--- src/rtl/core_round_seq_pkg.sv ---
// rtl/core_round_seq_pkg.sv - shared timing constants and state encoding for the round sequencer
package core_round_seq_pkg;

  // Job shape: 8 word-pair load cycles followed by the 64 SHA-256 rounds
  localparam int LOAD_CYCLES = 8;
  localparam int N_ROUNDS    = 64;
  localparam int PHASE_W     = 7;

  // The phase counter runs 0..71 across one whole job
  localparam logic [PHASE_W-1:0] LAST_LOAD  = PHASE_W'(LOAD_CYCLES - 1);
  localparam logic [PHASE_W-1:0] LAST_ROUND = PHASE_W'(LOAD_CYCLES + N_ROUNDS - 1);

  typedef enum logic [1:0] {
    ST_IDLE  = 2'd0,
    ST_LOAD  = 2'd1,
    ST_ROUND = 2'd2
  } state_t;

endpackage

--- src/rtl/core_round_seq.sv ---
// rtl/core_round_seq.sv - per-core slot sequencer: load 8 word pairs then run 64 rounds, alternating threads
module core_round_seq #(
  parameter logic THREAD_INIT = 1'b0
) (
  input  logic       CLK,
  input  logic       RESET_N,
  input  logic       start,
  input  logic [1:0] thread_rdy,
  output logic       load_en,
  output logic [2:0] load_addr,
  output logic       round_en,
  output logic [5:0] round_idx,
  output logic       cur_thread,
  output logic       done,
  output logic       done_thread,
  output logic       skipped,
  output logic       busy,
  output logic       overrun
);
  import core_round_seq_pkg::*;

  state_t               r_state;
  logic [PHASE_W-1:0]   r_phase;
  logic                 r_ptr;
  logic                 r_cur_thread;
  logic                 r_done;
  logic                 r_done_thread;
  logic                 r_skipped;
  logic                 r_overrun;

  state_t               w_state_nx;
  logic [PHASE_W-1:0]   w_phase_nx;
  logic                 w_ptr_nx;
  logic                 w_cur_thread_nx;
  logic                 w_done_nx;
  logic                 w_done_thread_nx;
  logic                 w_skipped_nx;
  logic                 w_overrun_nx;

  logic                 w_last_round;
  logic                 w_accept;
  logic                 w_run;
  logic [5:0]           w_round_off;

  // A slot is only takeable when idle or on the very last round of the current job
  assign w_last_round = (r_state == ST_ROUND) && (r_phase == LAST_ROUND);
  assign w_accept     = start && ((r_state == ST_IDLE) || w_last_round);
  assign w_run        = w_accept && thread_rdy[r_ptr];

  // Next-state and next-register values; the shared phase counter spans load and rounds
  always_comb begin
    w_state_nx       = r_state;
    w_phase_nx       = r_phase;
    w_ptr_nx         = r_ptr;
    w_cur_thread_nx  = r_cur_thread;
    w_done_nx        = 1'b0;
    w_done_thread_nx = 1'b0;
    w_skipped_nx     = 1'b0;
    w_overrun_nx     = r_overrun | (start && !w_accept);

    case (r_state)
      ST_LOAD: begin
        w_phase_nx = r_phase + 1'b1;
        if (r_phase == LAST_LOAD) begin
          w_state_nx = ST_ROUND;
        end
      end
      ST_ROUND: begin
        if (w_last_round) begin
          w_done_nx        = 1'b1;
          w_done_thread_nx = r_cur_thread;
          w_state_nx       = ST_IDLE;
          w_phase_nx       = '0;
        end else begin
          w_phase_nx = r_phase + 1'b1;
        end
      end
      default: begin
        w_phase_nx = '0;
      end
    endcase

    // An accepted slot always advances the thread pointer, even when skipped
    if (w_accept) begin
      w_ptr_nx = ~r_ptr;
      if (w_run) begin
        w_cur_thread_nx = r_ptr;
        w_state_nx      = ST_LOAD;
        w_phase_nx      = '0;
      end else begin
        w_skipped_nx = 1'b1;
      end
    end
  end

  // State register; reset abandons any job without a done pulse
  always_ff @(posedge CLK or negedge RESET_N) begin
    if (!RESET_N) begin
      r_state       <= ST_IDLE;
      r_phase       <= '0;
      r_ptr         <= THREAD_INIT;
      r_cur_thread  <= THREAD_INIT;
      r_done        <= 1'b0;
      r_done_thread <= 1'b0;
      r_skipped     <= 1'b0;
      r_overrun     <= 1'b0;
    end else begin
      r_state       <= w_state_nx;
      r_phase       <= w_phase_nx;
      r_ptr         <= w_ptr_nx;
      r_cur_thread  <= w_cur_thread_nx;
      r_done        <= w_done_nx;
      r_done_thread <= w_done_thread_nx;
      r_skipped     <= w_skipped_nx;
      r_overrun     <= w_overrun_nx;
    end
  end

  // Outputs decode registered state only; indices read zero while their enable is low
  assign w_round_off = r_phase[5:0] - 6'(LOAD_CYCLES);
  assign load_en     = (r_state == ST_LOAD);
  assign load_addr   = load_en ? r_phase[2:0] : 3'd0;
  assign round_en    = (r_state == ST_ROUND);
  assign round_idx   = round_en ? w_round_off : 6'd0;
  assign busy        = (r_state != ST_IDLE);
  assign cur_thread  = r_cur_thread;
  assign done        = r_done;
  assign done_thread = r_done_thread;
  assign skipped     = r_skipped;
  assign overrun     = r_overrun;

endmodule

--- config.mk ---
export PLATFORM = sky130hd
export DESIGN_NAME = core_round_seq
export DESIGN_NICKNAME = d
export VERILOG_FILES = /design/src/rtl/core_round_seq_pkg.sv /design/src/rtl/core_round_seq.sv
export SDC_FILE = /design/constraint.sdc
export NUM_CORES = 1
export LEC_CHECK = 0
export ABC_CLOCK_PERIOD_IN_PS = 3700
export CAP_MARGIN = 20
export CORE_MARGIN = 8
export CORE_UTILIZATION = 51
export CTS_CLUSTER_DIAMETER = 30
export CTS_CLUSTER_SIZE = 28
export DETAILED_ROUTE_END_ITERATION = 16
export GPL_TIMING_DRIVEN = 0
export PLACE_DENSITY_LB_ADDON = 0.3
export SLEW_MARGIN = 20
export SYNTH_ARGS = -nofsm -noshare
export SYNTH_HDL_FRONTEND = slang
export SYNTH_SLANG_ARGS = --single-unit
export TNS_END_PERCENT = 30
--- constraint.sdc ---
create_clock -name CLK -period 3.7 [get_ports CLK]
set_input_delay 0.925 -clock CLK [delete_from_list [all_inputs] [get_ports CLK]]
set_output_delay 0.925 -clock CLK [all_outputs]
set_load 0.05 [all_outputs]
==> out/results.ini, run 1 <==
[drt]
wl_mm=1.89
dr.pass1.iters=4
drt_iter0_drc=8
wl_per_cell_um=14.5
ant_nets=0
via_count=722
routed_via_density=5.51
remaining_drc_errors=0

[logic_synthesis]
synthDistinctLibCells=29
synthArstFlopShare=1.00
synth_edf_count=0
synth_nets=100
yosys_warnings=0
synthesis.instances=89
yosysSeqAreaShare=0.429
ys_ff_latch=15
netlist_area_um2=875
ys.flop_type=dfrtp_1
syn_avg_cell_area_um2=9.83

[grt]
grt_pass1_vias=767
grt_usage=0.125
grt_max_degree=16
grt-ovfl-total=0
grt_pass1_wl_mm=3.22
antenna_found_initial=0

[cts]
cts_setup_buffers=0
cts-htree-levels=1
cts_root_buf=clkbuf_4
cts_buffers=3
cts_resized=0
tritoncts=yes
path_clk_slew_ns=0.08
clock_latency_ns=0.29
hold_buffers=0
cts_buffer_depth=2
clock_sinks=15

[sta]
finalCritPeriodShare=0.887
rsz0062_at_grt=false
report.final.slew_viol_count=0
whs_ns=0.479
hold_viol_final=0
tns_ns=0
post-route-min-period_ns=3.28
clock.fmax_mhz=305
setup_viol=0
worst_pin_slew_ns=0.679
finClkSkew_ns=0.000497
slew_headroom=0.546

[final_layout]
drive_above_1_share=0.0789
area_growth_pct=29.5
final_cell_mix=clkdlybuf4s50_1, dfrtp_1, nor2_1, inv_1, and2_1
num-fill-cells=138
final_common_cell=clkdlybuf4s50_1
nets=126
diodes=0
design_area_um2=1130

[pwr]
power_density_nw_per_um2=235
ir_worst_vdd_mv=0.151
p_leak_uw=0.000515

[status]
status=complete, no violations

[flow_run]
drv_cap=0

[place]
gp_congestion=0.756
io_buffers=21
place_hpwl_mm=1.47
post_dp_cell_area_um2=1110

[critical_path]
reg2reg_depth=5
crit_arrival_ns=2.36
crit_type=reg2out
r2r_end=r_phase[2]
rr_startpoint=r_phase[0]
critPathRequiredTime_ns=2.77
start_kind=register
path_max_fanout=10
r2r_setup_slack_ns=2.03
end_kind=primary output

[floorplanning]
row_count=15
die_h_um=57.4
die_w_um=57.4
initial_core_util=0.524
core_um2=1670
die-area_um2=3300
ios=22

[min_path]
hold_end=overrun
hold_path_startpoint=overrun
hold_depth=1
hp-class=reg2reg

cells in the mapped netlist (2+ instances only):
| library cell | instances | area share |
|---|---|---|
| a31oi_1 | 2 | 0.014 |
| and2_1 | 8 | 0.057 |
| dfrtp_1 | 15 | 0.43 |
| ha_1 | 6 | 0.086 |
| inv_1 | 9 | 0.039 |
| nand2_1 | 6 | 0.026 |
| nand3_1 | 3 | 0.017 |
| nor2_1 | 10 | 0.043 |
| nor2b_1 | 2 | 0.014 |
| nor4_1 | 2 | 0.014 |
| o21ai_0 | 3 | 0.017 |
| xnor2_1 | 4 | 0.040 |
| xor2_1 | 3 | 0.030 |
worst max-delay path, stage by stage (launching register included):
cell	delay (ns)
dfrtp_1	0.40
inv_1	0.09
ha_1	0.25
clkbuf_1	0.33
and2_1	0.19
clkdlybuf4s50_1	0.81
kinds of logic after synthesis:
| kind of cell | Yosys count | share of synthesized area |
|---|---|---|
| simple gates | 38 | 0.260 |
| flops | 15 | 0.429 |
| compound gates | 12 | 0.106 |
| buf+inv | 11 | 0.0486 |
| xor+xnor | 7 | 0.0701 |
| fa+ha+maj | 6 | 0.0858 |
routing by layer:
layer | GRT usage | up-vias | wire length (um) | part of all wire
met2 | 0.217 | 22 | 902 | 0.48
li1 | - | 350 | - | -
met1 | 0.121 | 345 | 799 | 0.42
met5 | 0 | - | 0 | 0
met3 | 0.0448 | 5 | 144 | 0.076
met4 | 0.0821 | 0 | 46 | 0.024
final cells by class:
class | instances | area, um2 | share of cell area
multi-input combinational | 63 | 457 | 0.403
sequential | 15 | 375 | 0.331
timing repair buffer | 21 | 210 | 0.186
inverter | 9 | 33.8 | 0.0298
clock buffer | 4 | 26.3 | 0.0232
tap | 17 | 21.3 | 0.0188
buffer | 2 | 8.76 | 0.00773
through the flow:
step	util	total power (uW)	std cells	worst slack, ns
4_1_cts	0.678	271	131	0.362
5_1_grt	0.678	276	131	0.282
2_1_floorplan	-	168	89	0.776
3_5_place_dp	0.662	176	127	0.691
3_3_place_gp	0.662	176	127	0.751
6_report	0.678	266	131	0.417
worst max path at each step:
stage	end	start
5_1_grt	round_idx[1]	r_state[0]
3_5_place_dp	round_idx[1]	r_state[0]
4_1_cts	round_idx[1]	r_state[0]
3_3_place_gp	round_idx[3]	r_state[0]
6_report	round_idx[1]	r_state[0]
2_1_floorplan	round_idx[3]	r_state[0]
registers in the layout, indices dropped and copies added (netlist names):
name,count
r_phase,7
r_state,2
cur_thread,1
done,1
done_thread,1
overrun,1
r_ptr,1
skipped,1
report_power, final:
part	leakage, uW	internal, uW	total (uW)	switching, uW
logic	0.000316	4.05	8.58	4.53
clock network	0.0000150	42.0	93.3	51.3
registers	0.000184	164	164	0.0000000000000215
total	0.000515	210	266	55.8
Note: power is estimated with default switching activity, not from simulation.
==> run 2, diff against run 1 <==
--- a/config.mk
+++ b/config.mk
@@ -5,8 +5,8 @@
 export SDC_FILE = /design/constraint.sdc
 export NUM_CORES = 1
 export LEC_CHECK = 0
-export ABC_CLOCK_PERIOD_IN_PS = 3700
 export CAP_MARGIN = 20
+export CORE_ASPECT_RATIO = 1.1
 export CORE_MARGIN = 8
 export CORE_UTILIZATION = 51
 export CTS_CLUSTER_DIAMETER = 30
==> run 2 against run 1 <==
- wire length fell by 1.5%
- clock power rose by 6.6%
- non-clock buffer count did not move
- via count fell by 2.6%
- combinational power barely moved
- first-iteration DRC count fell by 38%
- clock-buffer cell count did not move
- largest power group unchanged
- highest routed layer unchanged
==> out/results.ini, run 2 (synthesis results as in run 1) <==
[cts]
cts_resized=0  ; unchanged
cts_root_buf=clkbuf_4
cts-htree-levels=1  ; unchanged
cts_buffer_depth=2  ; unchanged
clock_sinks=15  ; unchanged
clock_latency_ns=0.29  ; about the same
cts_setup_buffers=0  ; unchanged
path_clk_slew_ns=0.09  ; about the same
tritoncts=yes
cts_buffers=3  ; unchanged
hold_buffers=0  ; unchanged

[status]
status=complete, no violations

[grt]
grt_pass1_vias=699  ; -8.9%
met1_usage=0.119  ; -0.00250
use_met3=0.0494  ; +0.00451
grt_max_degree=16  ; unchanged
grt-busiest-layer=met2
grt_pass1_wl_mm=3.24  ; +0.65%
met2_usage=0.218  ; +0.000907
antenna_found_initial=0  ; unchanged
grt_usage=0.123  ; -0.00156
grt-ovfl-total=0  ; unchanged

[drt]
ant_nets=0  ; unchanged
via_count=703  ; -2.6%
routed_via_density=5.37  ; -2.6%
remaining_drc_errors=0  ; unchanged
wl_mm=1.86  ; -1.5%
dr.pass1.iters=3  ; -1
wl_per_cell_um=14.2  ; -1.5%
drt_iter0_drc=5  ; -3

[critical_path]
rr_startpoint=r_phase[0]
start_kind=register
critPathRequiredTime_ns=2.77  ; about the same
crit_buf_inv=3  ; unchanged
cp_slowest_cell=clkdlybuf4s50_1
crit_family=buffers and inverters
path_cells=inv_1 > ha_1 > clkbuf_1 > nor2b_1 > clkdlybuf4s50_1
end_kind=primary output
crit_path_max_incr_delay_ns=0.82  ; about the same
crit_type=reg2out
startpoint=r_state[0]
path_max_fanout=10  ; unchanged
crit_arrival_ns=2.38  ; +0.02 ns

[sta]
worst_slack_ns=0.397  ; -0.0197 ns
hold_viol_final=0  ; unchanged
setup_viol=0  ; unchanged
finalCritPeriodShare=0.893  ; +0.00534
finClkSkew_ns=0.00187  ; +0.00138 ns
clock.fmax_mhz=303  ; -0.60%
report.final.slew_viol_count=0  ; unchanged
slew_headroom=0.548  ; +0.00187
rsz0062_at_grt=false
post-route-min-period_ns=3.30  ; +0.0197 ns
tns_ns=0  ; unchanged
worst_pin_slew_ns=0.676  ; -0.00280 ns

[final_layout]
regMostFlops=r_phase
final_common_cell=clkdlybuf4s50_1
largestRegisters=r_phase: 7 flops, r_state: 2 flops
diodes=0  ; unchanged
final_cell_mix=clkdlybuf4s50_1, dfrtp_1, nor2_1, inv_1, and2_1
final_cells=131  ; unchanged
area_growth_pct=29.5  ; unchanged
drive_above_1_share=0.0789  ; unchanged
nets=126  ; unchanged
largest_reg_flops=7  ; unchanged

[min_path]
hp-class=reg2reg
hold_path_startpoint=overrun

[flow_run]
drv_cap=0  ; unchanged

[floorplanning]
die_w_um=55.5  ; -3.4%
row_count=15  ; unchanged
ios=22  ; unchanged
initial_core_util=0.548  ; +0.0246
die-area_um2=3300  ; about the same
die_h_um=59.4  ; +3.5%
core_um2=1600  ; -4.5%

[place]
dp_cells=127  ; unchanged
place_hpwl_mm=1.45  ; -1.2%
place_ws_ns=0.693  ; +0.00171 ns
gp_congestion=0.740  ; -2.1%
io_buffers=21  ; unchanged

[pwr]
power_density_nw_per_um2=240  ; +2.3%
ir_worst_vdd_mv=0.183  ; +22%
p_leak_uw=0.000515  ; unchanged

-- run 2: cell counts in the layout (fill, tap and decap cells not counted) --
Identical to the previous run, type by type.
-- run 2: cell type report --
class	count	area [um2]
sequential	15	375
inverter	9	33.8
buffer	2	8.76
clock buffer	4	26.3
fill	136	463
timing repair buffer	21	210
multi-input combinational	63	457
tap	17	21.3
-- run 2: routing by layer --
layer | up-vias | wire (um)
met3 | 5 | 147
li1 | 346 | -
met1 | 332 | 756
met4 | 0 | 40
met2 | 20 | 919
met5 | - | 0
-- run 2: through the flow --
stage	area, um2	hold WS, ns	total power, uW	utilization
floorplan	875	0.458	168	-
global placement	1110	0.462	176	0.693
detailed placement	1110	0.470	176	0.693
CTS	1130	0.494	271	0.710
global route	1130	0.505	281	0.710
finish	1130	0.487	272	0.710
-- run 2: final timing paths --
check	to	slack, ns	depth (start not counted)
min reg2reg	overrun	0.49	1
max in group asynchronous	done	2.24	1
min	overrun	0.49	1
max	round_idx[3]	0.40	5
min in group asynchronous	r_ptr	1.03	1
max reg2reg	r_phase[2]	2.04	5
-- run 2: power by group --
group	switching [uW]	total, uW	internal [uW]
registers	0.0000000000000234	164	164
logic	4.50	8.56	4.05
clock network	57.4	99.5	42.0
total	61.9	272	210
==> run 3, diff against run 2 <==
--- a/config.mk
+++ b/config.mk
@@ -5,7 +5,7 @@
 export SDC_FILE = /design/constraint.sdc
 export NUM_CORES = 1
 export LEC_CHECK = 0
-export CAP_MARGIN = 20
+export CAP_MARGIN = 15
 export CORE_ASPECT_RATIO = 1.1
 export CORE_MARGIN = 8
 export CORE_UTILIZATION = 51
==> results of run 3 <==
The final DEF is identical to that of run 2; final timing and power are the same.
